==> src/rtl/uart_boot_pkg.sv <==
// ---------------------------------------------------------------------------
// uart_boot_pkg
// Shared definitions for the UART boot loader: the parser state encoding,
// the framing byte values and the checksum test.
// ---------------------------------------------------------------------------
package uart_boot_pkg;

    typedef enum logic [2:0] {
        HUNT   = 3'd0,
        CMD    = 3'd1,
        ADDR_L = 3'd2,
        ADDR_H = 3'd3,
        LEN    = 3'd4,
        DATA   = 3'd5,
        CSUM   = 3'd6
    } state_e;

    localparam logic [7:0] SYNC_BYTE = 8'hA5;
    localparam logic [7:0] CMD_WRITE = 8'h01;
    localparam logic [7:0] CMD_RUN   = 8'h02;

    // A frame is good when the running sum plus the trailing checksum byte
    // wraps to zero.
    function automatic logic csum_ok(input logic [7:0] sum, input logic [7:0] csum);
        logic [7:0] total;
        total = sum + csum;
        return (total == 8'h00);
    endfunction

endpackage

==> src/rtl/uart_boot_loader_if.sv <==
// ---------------------------------------------------------------------------
// uart_boot_loader_if
// Bundles the RX FIFO read port and the RAM write port of the boot loader.
//   fifo_empty  FIFO empty flag            (into loader)
//   fifo_q      FIFO data, non-show-ahead  (into loader)
//   fifo_rdreq  FIFO read request          (from loader)
//   ram_addr    RAM word address           (from loader)
//   ram_wdata   RAM write data             (from loader)
//   ram_we      RAM write enable pulse     (from loader)
// master = the loader, slave = the FIFO/RAM side.
// ---------------------------------------------------------------------------
interface uart_boot_loader_if #(
    parameter int ADDR_W = 13
);
    logic              fifo_empty;
    logic [7:0]        fifo_q;
    logic              fifo_rdreq;
    logic [ADDR_W-1:0] ram_addr;
    logic [31:0]       ram_wdata;
    logic              ram_we;

    modport master (
        input  fifo_empty, fifo_q,
        output fifo_rdreq, ram_addr, ram_wdata, ram_we
    );

    modport slave (
        output fifo_empty, fifo_q,
        input  fifo_rdreq, ram_addr, ram_wdata, ram_we
    );
endinterface

==> src/rtl/uart_byte_fetch.sv <==
// ---------------------------------------------------------------------------
// uart_byte_fetch
// Pulls bytes out of a non-show-ahead FIFO: a read request is issued only
// when the FIFO holds data and no read is outstanding, so the data returned
// one cycle later is presented as a single-cycle byte_valid strobe.
// Throughput is at most one byte every two cycles.
//   clk, rst_n    clock, synchronous active-low reset
//   fifo_empty_i  FIFO empty flag
//   fifo_q_i      FIFO read data (valid the cycle after the request)
//   fifo_rdreq_o  FIFO read request
//   byte_valid_o  byte_o carries a fresh byte this cycle
//   byte_o        fetched byte
// ---------------------------------------------------------------------------
module uart_byte_fetch (
    input  logic       clk,
    input  logic       rst_n,
    input  logic       fifo_empty_i,
    input  logic [7:0] fifo_q_i,
    output logic       fifo_rdreq_o,
    output logic       byte_valid_o,
    output logic [7:0] byte_o
);

    logic rd_pend_q;
    logic rd_pend_d;

    // Requests are held off during reset so no byte is consumed and lost
    // while the parser is being cleared.
    assign fifo_rdreq_o = rst_n && !fifo_empty_i && !rd_pend_q;
    assign rd_pend_d    = fifo_rdreq_o;

    always_ff @(posedge clk) begin
        if (!rst_n) begin
            rd_pend_q <= 1'b0;
        end else begin
            rd_pend_q <= rd_pend_d;
        end
    end

    assign byte_valid_o = rd_pend_q;
    assign byte_o       = fifo_q_i;

endmodule

==> src/rtl/uart_boot_loader.sv <==
// ---------------------------------------------------------------------------
// uart_boot_loader
// Parses checksummed frames from the UART RX FIFO:
//   A5 01 ADDR_LO ADDR_HI LEN DATA*4*LEN CSUM   write LEN words (0 = 256)
//   A5 02 CSUM                                  release the core
// Words are assembled little-endian and written to RAM one per pulse.
//   clk, rst_n   clock, synchronous active-low reset
//   bus          FIFO read port and RAM write port (master modport)
//   core_run     sticky, core may run
//   busy         parser is inside a frame
//   err_csum     sticky checksum / format error
//   err_timeout  one-cycle pulse when a frame stalls too long
// ---------------------------------------------------------------------------
module uart_boot_loader
    import uart_boot_pkg::*;
#(
    parameter int TIMEOUT_CYC = 2_500_000,
    parameter int ADDR_W      = 13
) (
    input  logic                clk,
    input  logic                rst_n,
    uart_boot_loader_if.master  bus,
    output logic                core_run,
    output logic                busy,
    output logic                err_csum,
    output logic                err_timeout
);

    localparam int IDLE_W = $clog2(TIMEOUT_CYC + 1);

    logic              byte_valid;
    logic [7:0]        byte_in;
    logic              rdreq;

    state_e            state_q;
    logic [7:0]        sum_q;
    logic [7:0]        addr_lo_q;
    logic [ADDR_W-1:0] addr_q;
    logic [7:0]        wcnt_q;
    logic [1:0]        byte_idx_q;
    logic [23:0]       word_q;
    logic              is_run_q;
    logic [IDLE_W-1:0] idle_q;
    logic [ADDR_W-1:0] ram_addr_q;
    logic [31:0]       ram_wdata_q;
    logic              ram_we_q;
    logic              core_run_q;
    logic              err_csum_q;
    logic              err_timeout_q;

    logic [7:0]        sum_d;
    logic [31:0]       word_d;
    logic [IDLE_W-1:0] idle_d;

    uart_byte_fetch u_fetch (
        .clk          (clk),
        .rst_n        (rst_n),
        .fifo_empty_i (bus.fifo_empty),
        .fifo_q_i     (bus.fifo_q),
        .fifo_rdreq_o (rdreq),
        .byte_valid_o (byte_valid),
        .byte_o       (byte_in)
    );

    always_comb begin
        sum_d  = sum_q + byte_in;
        // New byte enters at the top; after four bytes the first one sits
        // in bits [7:0].
        word_d = {byte_in, word_q};
        idle_d = idle_q + IDLE_W'(1);
    end

    always_ff @(posedge clk) begin
        if (!rst_n) begin
            state_q       <= HUNT;
            sum_q         <= '0;
            addr_lo_q     <= '0;
            addr_q        <= '0;
            wcnt_q        <= '0;
            byte_idx_q    <= '0;
            word_q        <= '0;
            is_run_q      <= 1'b0;
            idle_q        <= '0;
            ram_addr_q    <= '0;
            ram_wdata_q   <= '0;
            ram_we_q      <= 1'b0;
            core_run_q    <= 1'b0;
            err_csum_q    <= 1'b0;
            err_timeout_q <= 1'b0;
        end else begin
            ram_we_q      <= 1'b0;
            err_timeout_q <= 1'b0;
            // A byte arriving on the expiry cycle takes priority over the
            // timeout.
            if (byte_valid) begin
                idle_q <= '0;
                case (state_q)
                    HUNT: begin
                        if (byte_in == SYNC_BYTE) begin
                            state_q <= CMD;
                            sum_q   <= '0;
                        end
                    end
                    CMD: begin
                        sum_q <= sum_d;
                        if (byte_in == CMD_WRITE) begin
                            is_run_q <= 1'b0;
                            state_q  <= ADDR_L;
                        end else if (byte_in == CMD_RUN) begin
                            is_run_q <= 1'b1;
                            state_q  <= CSUM;
                        end else begin
                            err_csum_q <= 1'b1;
                            state_q    <= HUNT;
                        end
                    end
                    ADDR_L: begin
                        sum_q     <= sum_d;
                        addr_lo_q <= byte_in;
                        state_q   <= ADDR_H;
                    end
                    ADDR_H: begin
                        sum_q <= sum_d;
                        // Only 13 address bits exist; anything above is a
                        // malformed frame.
                        if (byte_in[7:5] != 3'b000) begin
                            err_csum_q <= 1'b1;
                            state_q    <= HUNT;
                        end else begin
                            addr_q  <= ADDR_W'({byte_in[4:0], addr_lo_q});
                            state_q <= LEN;
                        end
                    end
                    LEN: begin
                        sum_q      <= sum_d;
                        // LEN=0 wraps to 255 remaining, i.e. 256 words.
                        wcnt_q     <= byte_in - 8'd1;
                        byte_idx_q <= '0;
                        state_q    <= DATA;
                    end
                    DATA: begin
                        sum_q      <= sum_d;
                        word_q     <= word_d[31:8];
                        byte_idx_q <= byte_idx_q + 2'd1;
                        if (byte_idx_q == 2'd3) begin
                            ram_wdata_q <= word_d;
                            ram_addr_q  <= addr_q;
                            ram_we_q    <= 1'b1;
                            addr_q      <= addr_q + ADDR_W'(1);
                            if (wcnt_q == 8'd0) begin
                                state_q <= CSUM;
                            end else begin
                                wcnt_q <= wcnt_q - 8'd1;
                            end
                        end
                    end
                    CSUM: begin
                        if (csum_ok(sum_q, byte_in)) begin
                            if (is_run_q && !err_csum_q) begin
                                core_run_q <= 1'b1;
                            end
                        end else begin
                            err_csum_q <= 1'b1;
                        end
                        state_q <= HUNT;
                    end
                    default: state_q <= HUNT;
                endcase
            end else if (state_q != HUNT) begin
                if (idle_d == IDLE_W'(TIMEOUT_CYC)) begin
                    idle_q        <= '0;
                    err_timeout_q <= 1'b1;
                    state_q       <= HUNT;
                end else begin
                    idle_q <= idle_d;
                end
            end else begin
                idle_q <= '0;
            end
        end
    end

    assign bus.fifo_rdreq = rdreq;
    assign bus.ram_addr   = ram_addr_q;
    assign bus.ram_wdata  = ram_wdata_q;
    assign bus.ram_we     = ram_we_q;
    assign core_run       = core_run_q;
    assign err_csum       = err_csum_q;
    assign err_timeout    = err_timeout_q;
    assign busy           = (state_q != HUNT);

endmodule

==> src/flat_wrapper.sv <==
// flat-port wrapper written by rule: the top's interface ports become plain ports
module uart_boot_loader_flat import uart_boot_pkg::*;
#(
    parameter int TIMEOUT_CYC = 2_500_000,
    parameter int ADDR_W      = 13
)
  (clk, rst_n, core_run, busy, err_csum, err_timeout, bus_fifo_empty, bus_fifo_q, bus_fifo_rdreq, bus_ram_addr, bus_ram_wdata, bus_ram_we);
  uart_boot_loader_if #(.ADDR_W(ADDR_W)) bus_i ();
  input  logic clk;
  input  logic rst_n;
  output logic core_run;
  output logic busy;
  output logic err_csum;
  output logic err_timeout;
  input wire logic [$bits(bus_i.fifo_empty)-1:0] bus_fifo_empty;
  input wire logic [$bits(bus_i.fifo_q)-1:0] bus_fifo_q;
  output wire logic [$bits(bus_i.fifo_rdreq)-1:0] bus_fifo_rdreq;
  output wire logic [$bits(bus_i.ram_addr)-1:0] bus_ram_addr;
  output wire logic [$bits(bus_i.ram_wdata)-1:0] bus_ram_wdata;
  output wire logic [$bits(bus_i.ram_we)-1:0] bus_ram_we;
  assign bus_i.fifo_empty = bus_fifo_empty;
  assign bus_i.fifo_q = bus_fifo_q;
  assign bus_fifo_rdreq = bus_i.fifo_rdreq;
  assign bus_ram_addr = bus_i.ram_addr;
  assign bus_ram_wdata = bus_i.ram_wdata;
  assign bus_ram_we = bus_i.ram_we;
  uart_boot_loader #(.TIMEOUT_CYC(TIMEOUT_CYC), .ADDR_W(ADDR_W)) u_core (.clk(clk), .rst_n(rst_n), .bus(bus_i), .core_run(core_run), .busy(busy), .err_csum(err_csum), .err_timeout(err_timeout));
endmodule
==> config.mk <==
export PLATFORM = sky130hd
export DESIGN_NAME = uart_boot_loader_flat
export DESIGN_NICKNAME = d
export VERILOG_FILES = /design/src/rtl/uart_boot_pkg.sv /design/src/rtl/uart_boot_loader_if.sv /design/src/rtl/uart_byte_fetch.sv /design/src/rtl/uart_boot_loader.sv /design/src/flat_wrapper.sv
export SDC_FILE = /design/constraint.sdc
export NUM_CORES = 1
export LEC_CHECK = 0
export BUFFER_PORTS_ARGS = -buffer_cell sky130_fd_sc_hd__buf_2
export CAP_MARGIN = 20
export CORE_MARGIN = 2
export CORE_UTILIZATION = 61
export CTS_BUF_LIST = sky130_fd_sc_hd__clkbuf_2 sky130_fd_sc_hd__clkbuf_4 sky130_fd_sc_hd__clkbuf_8
export DETAILED_ROUTE_END_ITERATION = 10
export PLACE_DENSITY = 0.82
export SLEW_MARGIN = 15
export SYNTH_ARGS = -nofsm -noshare
export SYNTH_HDL_FRONTEND = slang
export SYNTH_SLANG_ARGS = --single-unit
export TNS_END_PERCENT = 10
==> constraint.sdc <==
create_clock -name clk -period 2.8 [get_ports clk]
set_input_delay 0.14 -clock clk [delete_from_list [all_inputs] [get_ports clk]]
set_output_delay 0.14 -clock clk [all_outputs]
set_load 0.01 [all_outputs]
==> impl_results.md, run 1 <==
- Worst Path Max Fanout: 19
- Crit path max-delay family: simple AND/OR/NAND/NOR gates
- CTS tree: built
- Final WS setup: 0.222 ns
- CP Class: reg -> reg
- Final period util: 92.1%
- Critical path startpoint: u_core.idle_q[11]$_SDFF_PP0_
- Final Hold Viols: 0
- Status: completed
- HP Class: in -> reg
- CTS Root Buffer Type: clkbuf_8
- Ys Warns: 0
- Non-filler cells, final: 999
- Commonest non-fill, non-tap cells in the layout: nand2_1 (181), dfxtp_1 (139), a21oi_1 (111), nor2_1 (75), buf_2 (61)
- CP required: 3.12 ns
- Leak Pwr: 2.72 nW
- Most used DFF post-synth: dfxtp_1
- Register area: 0.00278 mm2
- Reg2Reg Capture Point: u_core.idle_q[10]$_SDFF_PP0_
- Minimum clock period: 2.58 ns
- Count of input and output buffers: 61
- Hold Slack: 0.0563 ns
- Seq cells post-synth: 139
- GP Congestion: 0.895
- Starting Density: 62.3%
- Unrepaired setup endpoints after global routing: no
- Post-synthesis sequential area ratio: 43.7%
- Async S/R FF share, synth: 0%
- MaxCap Viol Count: 0
- Final setup fails: 0
- Crit-path cells: nand3_1 -> or4_1 -> o21a_1 -> a2111oi_2 -> nand4_2 -> nand3_4 -> nor2b_1
- Top cell type by total area after synthesis: dfxtp_1
- Crit path DAT: 2.90 ns
- Worst slew pin tran: 0.677 ns
- Mapped Nets: 838
- Setup crit end: u_core.idle_q[10]$_SDFF_PP0_
- Full die area: 0.0113 mm2
- Initial DRT Pass Iterations: 5
- Top cell type's share of synthesized area: 43.7%
- DRC viols: 0
- Pwr Density: 581 mW/mm2
- Die extent in x: 106 um
- Layout fillers: 788
- Wire per inst: 15.1 um
- # diodes: 0
- IO Pins: 62
- H-tree depth: 4
- Crit path launch type: flop
- Total clock sinks: 139
- DRT antenna net count: 0
- First-pass GRT wire length: 25.2 mm
- Post-Place Setup Slack: 0.147 ns
- Worst Path Buf+Inv: 0
- Gate Count Post-Synth: 811
- Largest stage delay on the critical path: 0.63 ns
- Critical Path End Type: flop
- Placed cell count: 966
- R2r worst-path depth: 7
- Iter 0 DRT Violations: 377
- Layout cells sized above 1: 14.3%
- CTS clk-pin slew, worst paths: 0.07 ns
- Reg-to-reg startpoint: u_core.idle_q[11]$_SDFF_PP0_
- Cell count along the critical path: 7
- Commonest non-fill, non-tap cell in the layout: nand2_1
- Cell Rows: 37
- Vias: 5907
- Clock Latency Late Sink: 0.44 ns
- Hold path startpoint: bus_fifo_q[7]
- Worst slew margin relative to its limit: 54.9%
- Maximum VDD drop: 0.000314 V
- Die H: 106 um
- Syn avg cell area: 7.86 um2
- Top cells by area, synth: dfxtp_1 (44%), nand2_1 (11%), a21oi_1 (8.7%), nor2_1 (4.5%), clkbuf_1 (3.0%)
- GRT Resource Usage Total: 27.5%
- Remaining Overflow, GRT: 0
- Worst clock skew: 0.00854 ns
- Synth cell types: 61
- Via/cell ratio: 5.91
- Final HPWL DP: 9.81 mm
- Fmax: 388 MHz
- Total wire length: 15.1 mm
- Total negative setup slack: 0 ns
- CORE AREA: 0.0102 mm2
- Mapped Area: 0.00637 mm2
- EDFF count, synth: 0
- Multi-input logic area: 0.00334 mm2
- Initial antenna violation count: 0
- Vias in the first global route: 5393
- Area grow syn2layout: 14.5%
- R2R setup slack: 0.22 ns
- CTS Buf Count: 17
- CP max-delay cell: or4_1
- # nets final: 877
- Largest net degree at the start of global routing: 73
- Max-slew violations: 0
- Maximum clock insertion buffer count: 2
worst min-delay path: cells and delay by family:
| family | cells | cell delay [ns] |
|---|---|---|
| buffers and inverters | 1 | 0.17 |
| AND/OR/NAND/NOR | 1 | 0.08 |
| AO/OA/AOI/OAI | 1 | 0.05 |
per-stage QoR:
step                      utilization, %  total power, mW  cell area, um2
final                               71.4             4.24            7300
after global routing                71.4             4.35            7300
after CTS                           71.3             4.27            7290
after detailed placement            65.9             2.13            6740
after global placement              65.9             2.13            6740
after floorplan                        -             2.09            6370
cells by family (layout without fill, tap and decap cells):
kind of cell             after synthesis  count (layout)  share of synthesized area (%)
adder cells (fa/ha/maj)               16              16                           3.26
buffers and inverters                 66             118                           4.02
multiplexers                           9               9                           1.41
flip-flops                           139             139                           43.7
AND/OR/NAND/NOR                      357             357                           25.1
XOR/XNOR                              31              31                           4.26
AO/OA/AOI/OAI                        193             193                           18.3
cell type report:
| type | count | area share, % |
|---|---|---|
| Clock buffer | 21 | 3.87 |
| Clock inverter | 11 | 3.58 |
| Inverter | 13 | 0.668 |
| Multi-Input combinational cell | 606 | 45.8 |
| Sequential cell | 139 | 38.1 |
| Tap cell | 136 | 2.33 |
| Timing Repair Buffer | 73 | 5.62 |
timing repair:
action,CTS,global route
buffers inserted,0,0
endpoints found under the setup margin,0,19
endpoints found under the hold margin,1,0
hold buffers,1,0
resized for setup,0,1
Yosys cell counts, types with 4 or more instances:
library cell  instances
a211oi_1              8
a21o_1                5
a21oi_1             111
a2bb2oi_1             4
a31oi_1               6
and2_1                5
and3_1               10
clkbuf_1             51
dfxtp_1             139
ha_1                 15
inv_1                12
mux2i_1               9
nand2_1             181
nand3_1              22
nand4_1              10
nor2_1               76
nor2b_1               4
nor3_1               12
nor4_1                5
o21ai_0              21
o221a_2               5
o22ai_1               4
or2_2                 5
or3_1                 6
xnor2_1              17
xor2_1               14
registers in the layout, summed over array words and instances, names as in the netlist, 8 cells and up:
name / count
u_core.sum_q: 8
u_core.word_q: 24
u_core.idle_q: 22
u_core.bus.ram_wdata: 32
u_core.addr_q: 13
u_core.wcnt_q: 8
u_core.bus.ram_addr: 13
u_core.addr_lo_q: 8
metal layers:
| layer | vias up | track usage [%] | part of all wire (%) |
|---|---|---|---|
| li1 | 2871 | - | - |
| met1 | 2752 | 34.4 | 43 |
| met2 | 244 | 46.3 | 48 |
| met3 | 40 | 5.52 | 7.0 |
| met4 | 0 | 11.6 | 2.2 |
| met5 | - | 0 | 0 |
worst min-delay path by stage:
stage / endpoint / depth (start not counted)
3_5_place_dp: u_core.u_fetch.byte_valid_o$_SDFF_PN0_ / 2
2_1_floorplan: u_core.u_fetch.byte_valid_o$_SDFF_PN0_ / 1
5_1_grt: u_core.word_q[23]$_SDFFE_PN0P_ / 3
4_1_cts: u_core.bus.ram_wdata[31]$_SDFFE_PN0P_ / 3
6_report: u_core.bus.ram_wdata[31]$_SDFFE_PN0P_ / 3
3_3_place_gp: u_core.u_fetch.byte_valid_o$_SDFF_PN0_ / 2
power breakdown:
group          leakage [nW]  internal (mW)  switching, mW
Sequential             1.12           1.98        0.00270
Combinational          1.33         0.0302         0.0762
Clock                 0.270           1.41          0.747
Total                  2.72           3.42          0.826
Note: power is estimated with default switching activity, not from simulation.
==> run 2, diff against run 1 <==
CORE_UTILIZATION = 65   (was 61)
PLACE_DENSITY = 0.86   (was 0.82)
SYNTH_HIERARCHICAL = 1   (was not set)
TNS_END_PERCENT = 5   (was 10)
clock period = 3.09 ns   (was 2.8 ns; I/O delays follow)
==> impl_results.md, run 2 <==
- Worst slew margin relative to its limit: 30.3%
- # diodes: 0
- Synth Area in Simple Gates: 27.8%
- Net Switching: 0.772 mW
- GRT Resource Usage Total: 29.2%
- Area grow syn2layout: 9.95%
- Gate Count Post-Synth: 846
- Starting Density: 66.2%
- Clock power share: 45.5%
- Ys Warns: 6
- CORE AREA: 0.0102 mm2
- Internal: 2.71 mW
- Synth Area in XOR/XNOR: 4.29%
- Initial DRT Pass Iterations: 7
- Switch share: 22.2%
- Maximum clock insertion buffer count: 2
- First-pass GRT wire length: 26.4 mm
- Mapped Area: 0.00674 mm2
- Full die area: 0.0112 mm2
- Fmax: 361 MHz
- Critical Path End Type: flop
- Mapped Nets: 873
- Most used DFF post-synth: dfxtp_1
- Seq pwr share: 51.4%
- CTS Root Buffer Type: clkbuf_8
- Crit-path cells: ha_1 -> nand3_4 -> nor4_4 -> mux2_1 -> a2111oi_1 -> and4_4 -> and3_1
- Post-synthesis sequential area ratio: 41.3%
- Worst slew pin tran: 1.04 ns
- Top cell type by total area after synthesis: dfxtp_1
- Post-route cell area: 0.00741 mm2
- Commonest non-fill, non-tap cell in the layout: nand2_1
- CTS Hold Bufs: 1
- Async S/R FF share, synth: 0%
- Max reg flops: 32
- Gate power share: 3.1%
- Worst Path Max Fanout: 22
- Initial antenna violation count: 0
- CTS clk-pin slew, worst paths: 0.08 ns
- Remaining Overflow, GRT: 0
- Vias: 6193
- Count leader, synth: nand2_1
- CTS Buf Count: 17
- Largest family of logic cells by synthesized area: simple AND/OR/NAND/NOR gates
- CTS tree: built
- Die extent in x: 106 um
- Unrepaired setup endpoints after global routing: no
- H-tree depth: 4
- Top cells by area, synth: dfxtp_1 (41%), nand2_1 (12%), a21oi_1 (7.9%), ha_1 (2.8%), nor2_1 (2.7%)
- Non-filler cells, final: 1023
- DRC viols: 0
- Total chip power: 3.48 mW
- Iter 0 DRT Violations: 621
- Total clock sinks: 139
- Layout cells sized above 1: 16.0%
- Total wire length: 16.2 mm
- EDFF count, synth: 0
- R2R setup slack: 0.32 ns
- Maximum VDD drop: 0.000314 V
- Synth cell types: 73
- Via/cell ratio: 6.05
- # nets final: 901
- Final period util: 89.6%
- CP Class: reg -> reg
- Largest net degree at the start of global routing: 107
- Post-CTS Setup Repair Bufs: 0
- MaxCap Viol Count: 0
- Pwr Density: 470 mW/mm2
- DRT antenna net count: 0
- Die H: 106 um
- Total negative setup slack: 0 ns
- Synth Area in Adders: 3.08%
- Leak Pwr: 2.68 nW
- Max-slew violations: 0
- Count of input and output buffers: 61
- Layout fillers: 763
- Final setup fails: 0
- Commonest non-fill, non-tap cells in the layout: nand2_1 (207), dfxtp_1 (139), a21oi_1 (106), buf_2 (61), nor2_1 (48)
- Minimum clock period: 2.77 ns
- Syn avg cell area: 7.96 um2
- Crit path launch type: flop
- Clock Latency Late Sink: 0.46 ns
- Wire per inst: 15.8 um
- CP max-delay cell: and4_4
- GP Congestion: 0.900
- Worst clock skew: 0.0174 ns
- Vias in the first global route: 5765
- Seq cells post-synth: 139
- Placed inst area: 0.00696 mm2
- IO Pins: 62
- Worst Path Buf+Inv: 0
- CP required: 3.48 ns
- Status: completed
- Cell Rows: 37
- PostCTS Resize Cnt: 0
- Final HPWL DP: 10.4 mm
- Compound-Gate Fraction of Synth Area: 17.4%
- Multiplexer share of the synthesized area: 0.316%
- Top cell type's share of synthesized area: 41.3%
- Crit path DAT: 3.16 ns
- Synth top cells by count: nand2_1 (207), dfxtp_1 (139), a21oi_1 (106)
- Crit path max-delay family: simple AND/OR/NAND/NOR gates
- HP Class: in -> reg
- Largest stage delay on the critical path: 0.54 ns
- Final Hold Viols: 0
- Placed cell count: 990
==> run 2: cell type report <==
class	count	area (um2)	share of cell area (%)
Clock buffer	22	297	4.00
Multi-Input combinational cell	626	3560	48.1
Inverter	18	67.6	0.912
Tap cell	136	170	2.30
Sequential cell	139	2780	37.6
Timing Repair Buffer	72	390	5.27
Clock inverter	10	138	1.86
==> run 2: worst paths after layout <==
| kind | cells after the start | to | start |
|---|---|---|---|
| setup / recovery | 7 | u_core/err_timeout$_SDFF_PP0_ | u_core/idle_q[0]$_SDFF_PP0_ |
| hold / removal | 3 | u_core/bus.ram_wdata[24]$_SDFFE_PN0P_ | bus_fifo_q[0] |
| hold reg to reg | 2 | u_core/bus.ram_wdata[14]$_SDFFE_PN0P_ | u_core/bus.ram_wdata[14]$_SDFFE_PN0P_ |
| setup reg to reg | 7 | u_core/err_timeout$_SDFF_PP0_ | u_core/idle_q[0]$_SDFF_PP0_ |
==> run 2: kinds of logic (layout without fill, tap and decap cells) <==
family / count (synthesis) / count (layout)
mux: 2 / 2
xor+xnor: 33 / 33
compound gates: 196 / 196
simple gates: 379 / 379
fa+ha+maj: 16 / 16
flops: 139 / 139
buf+inv: 81 / 122
==> run 2: metrics by stage <==
step                      worst slack, ns  hold WS (ns)  utilization (%)
after detailed placement            0.322         0.345             68.4
after floorplan                     0.699         0.231                -
after global placement              0.428         0.333             68.4
final                               0.322        0.0503             72.7
after global routing               0.0895        0.0400             72.7
after CTS                           0.300        0.0268             72.7
==> run 2: per-layer routing <==
layer | GRT usage [%] | routed length [um] | vias up
li1 | - | - | 2962
met1 | 34.7 | 6440 | 2869
met2 | 49.0 | 7930 | 298
met3 | 7.30 | 1280 | 64
met4 | 14.6 | 538 | 0
met5 | 0 | 0 | -
==> run 2: worst reg2reg max path: stages, from the launching register on <==
cell	delay, ns
dfxtp_1	0.45
ha_1	0.31
nand3_4	0.16
nor4_4	0.27
mux2_1	0.36
a2111oi_1	0.39
and4_4	0.54
and3_1	0.23
==> run 2: power groups by stage <==
stage / sequential, mW / clock, mW / combinational (mW)
6_report: 1.79 / 1.59 / 0.108
5_1_grt: 1.79 / 1.66 / 0.117
4_1_cts: 1.79 / 1.60 / 0.105
3_5_place_dp: 1.83 / 0 / 0.103
3_3_place_gp: 1.83 / 0 / 0.100
2_1_floorplan: 1.83 / 0 / 0.0800
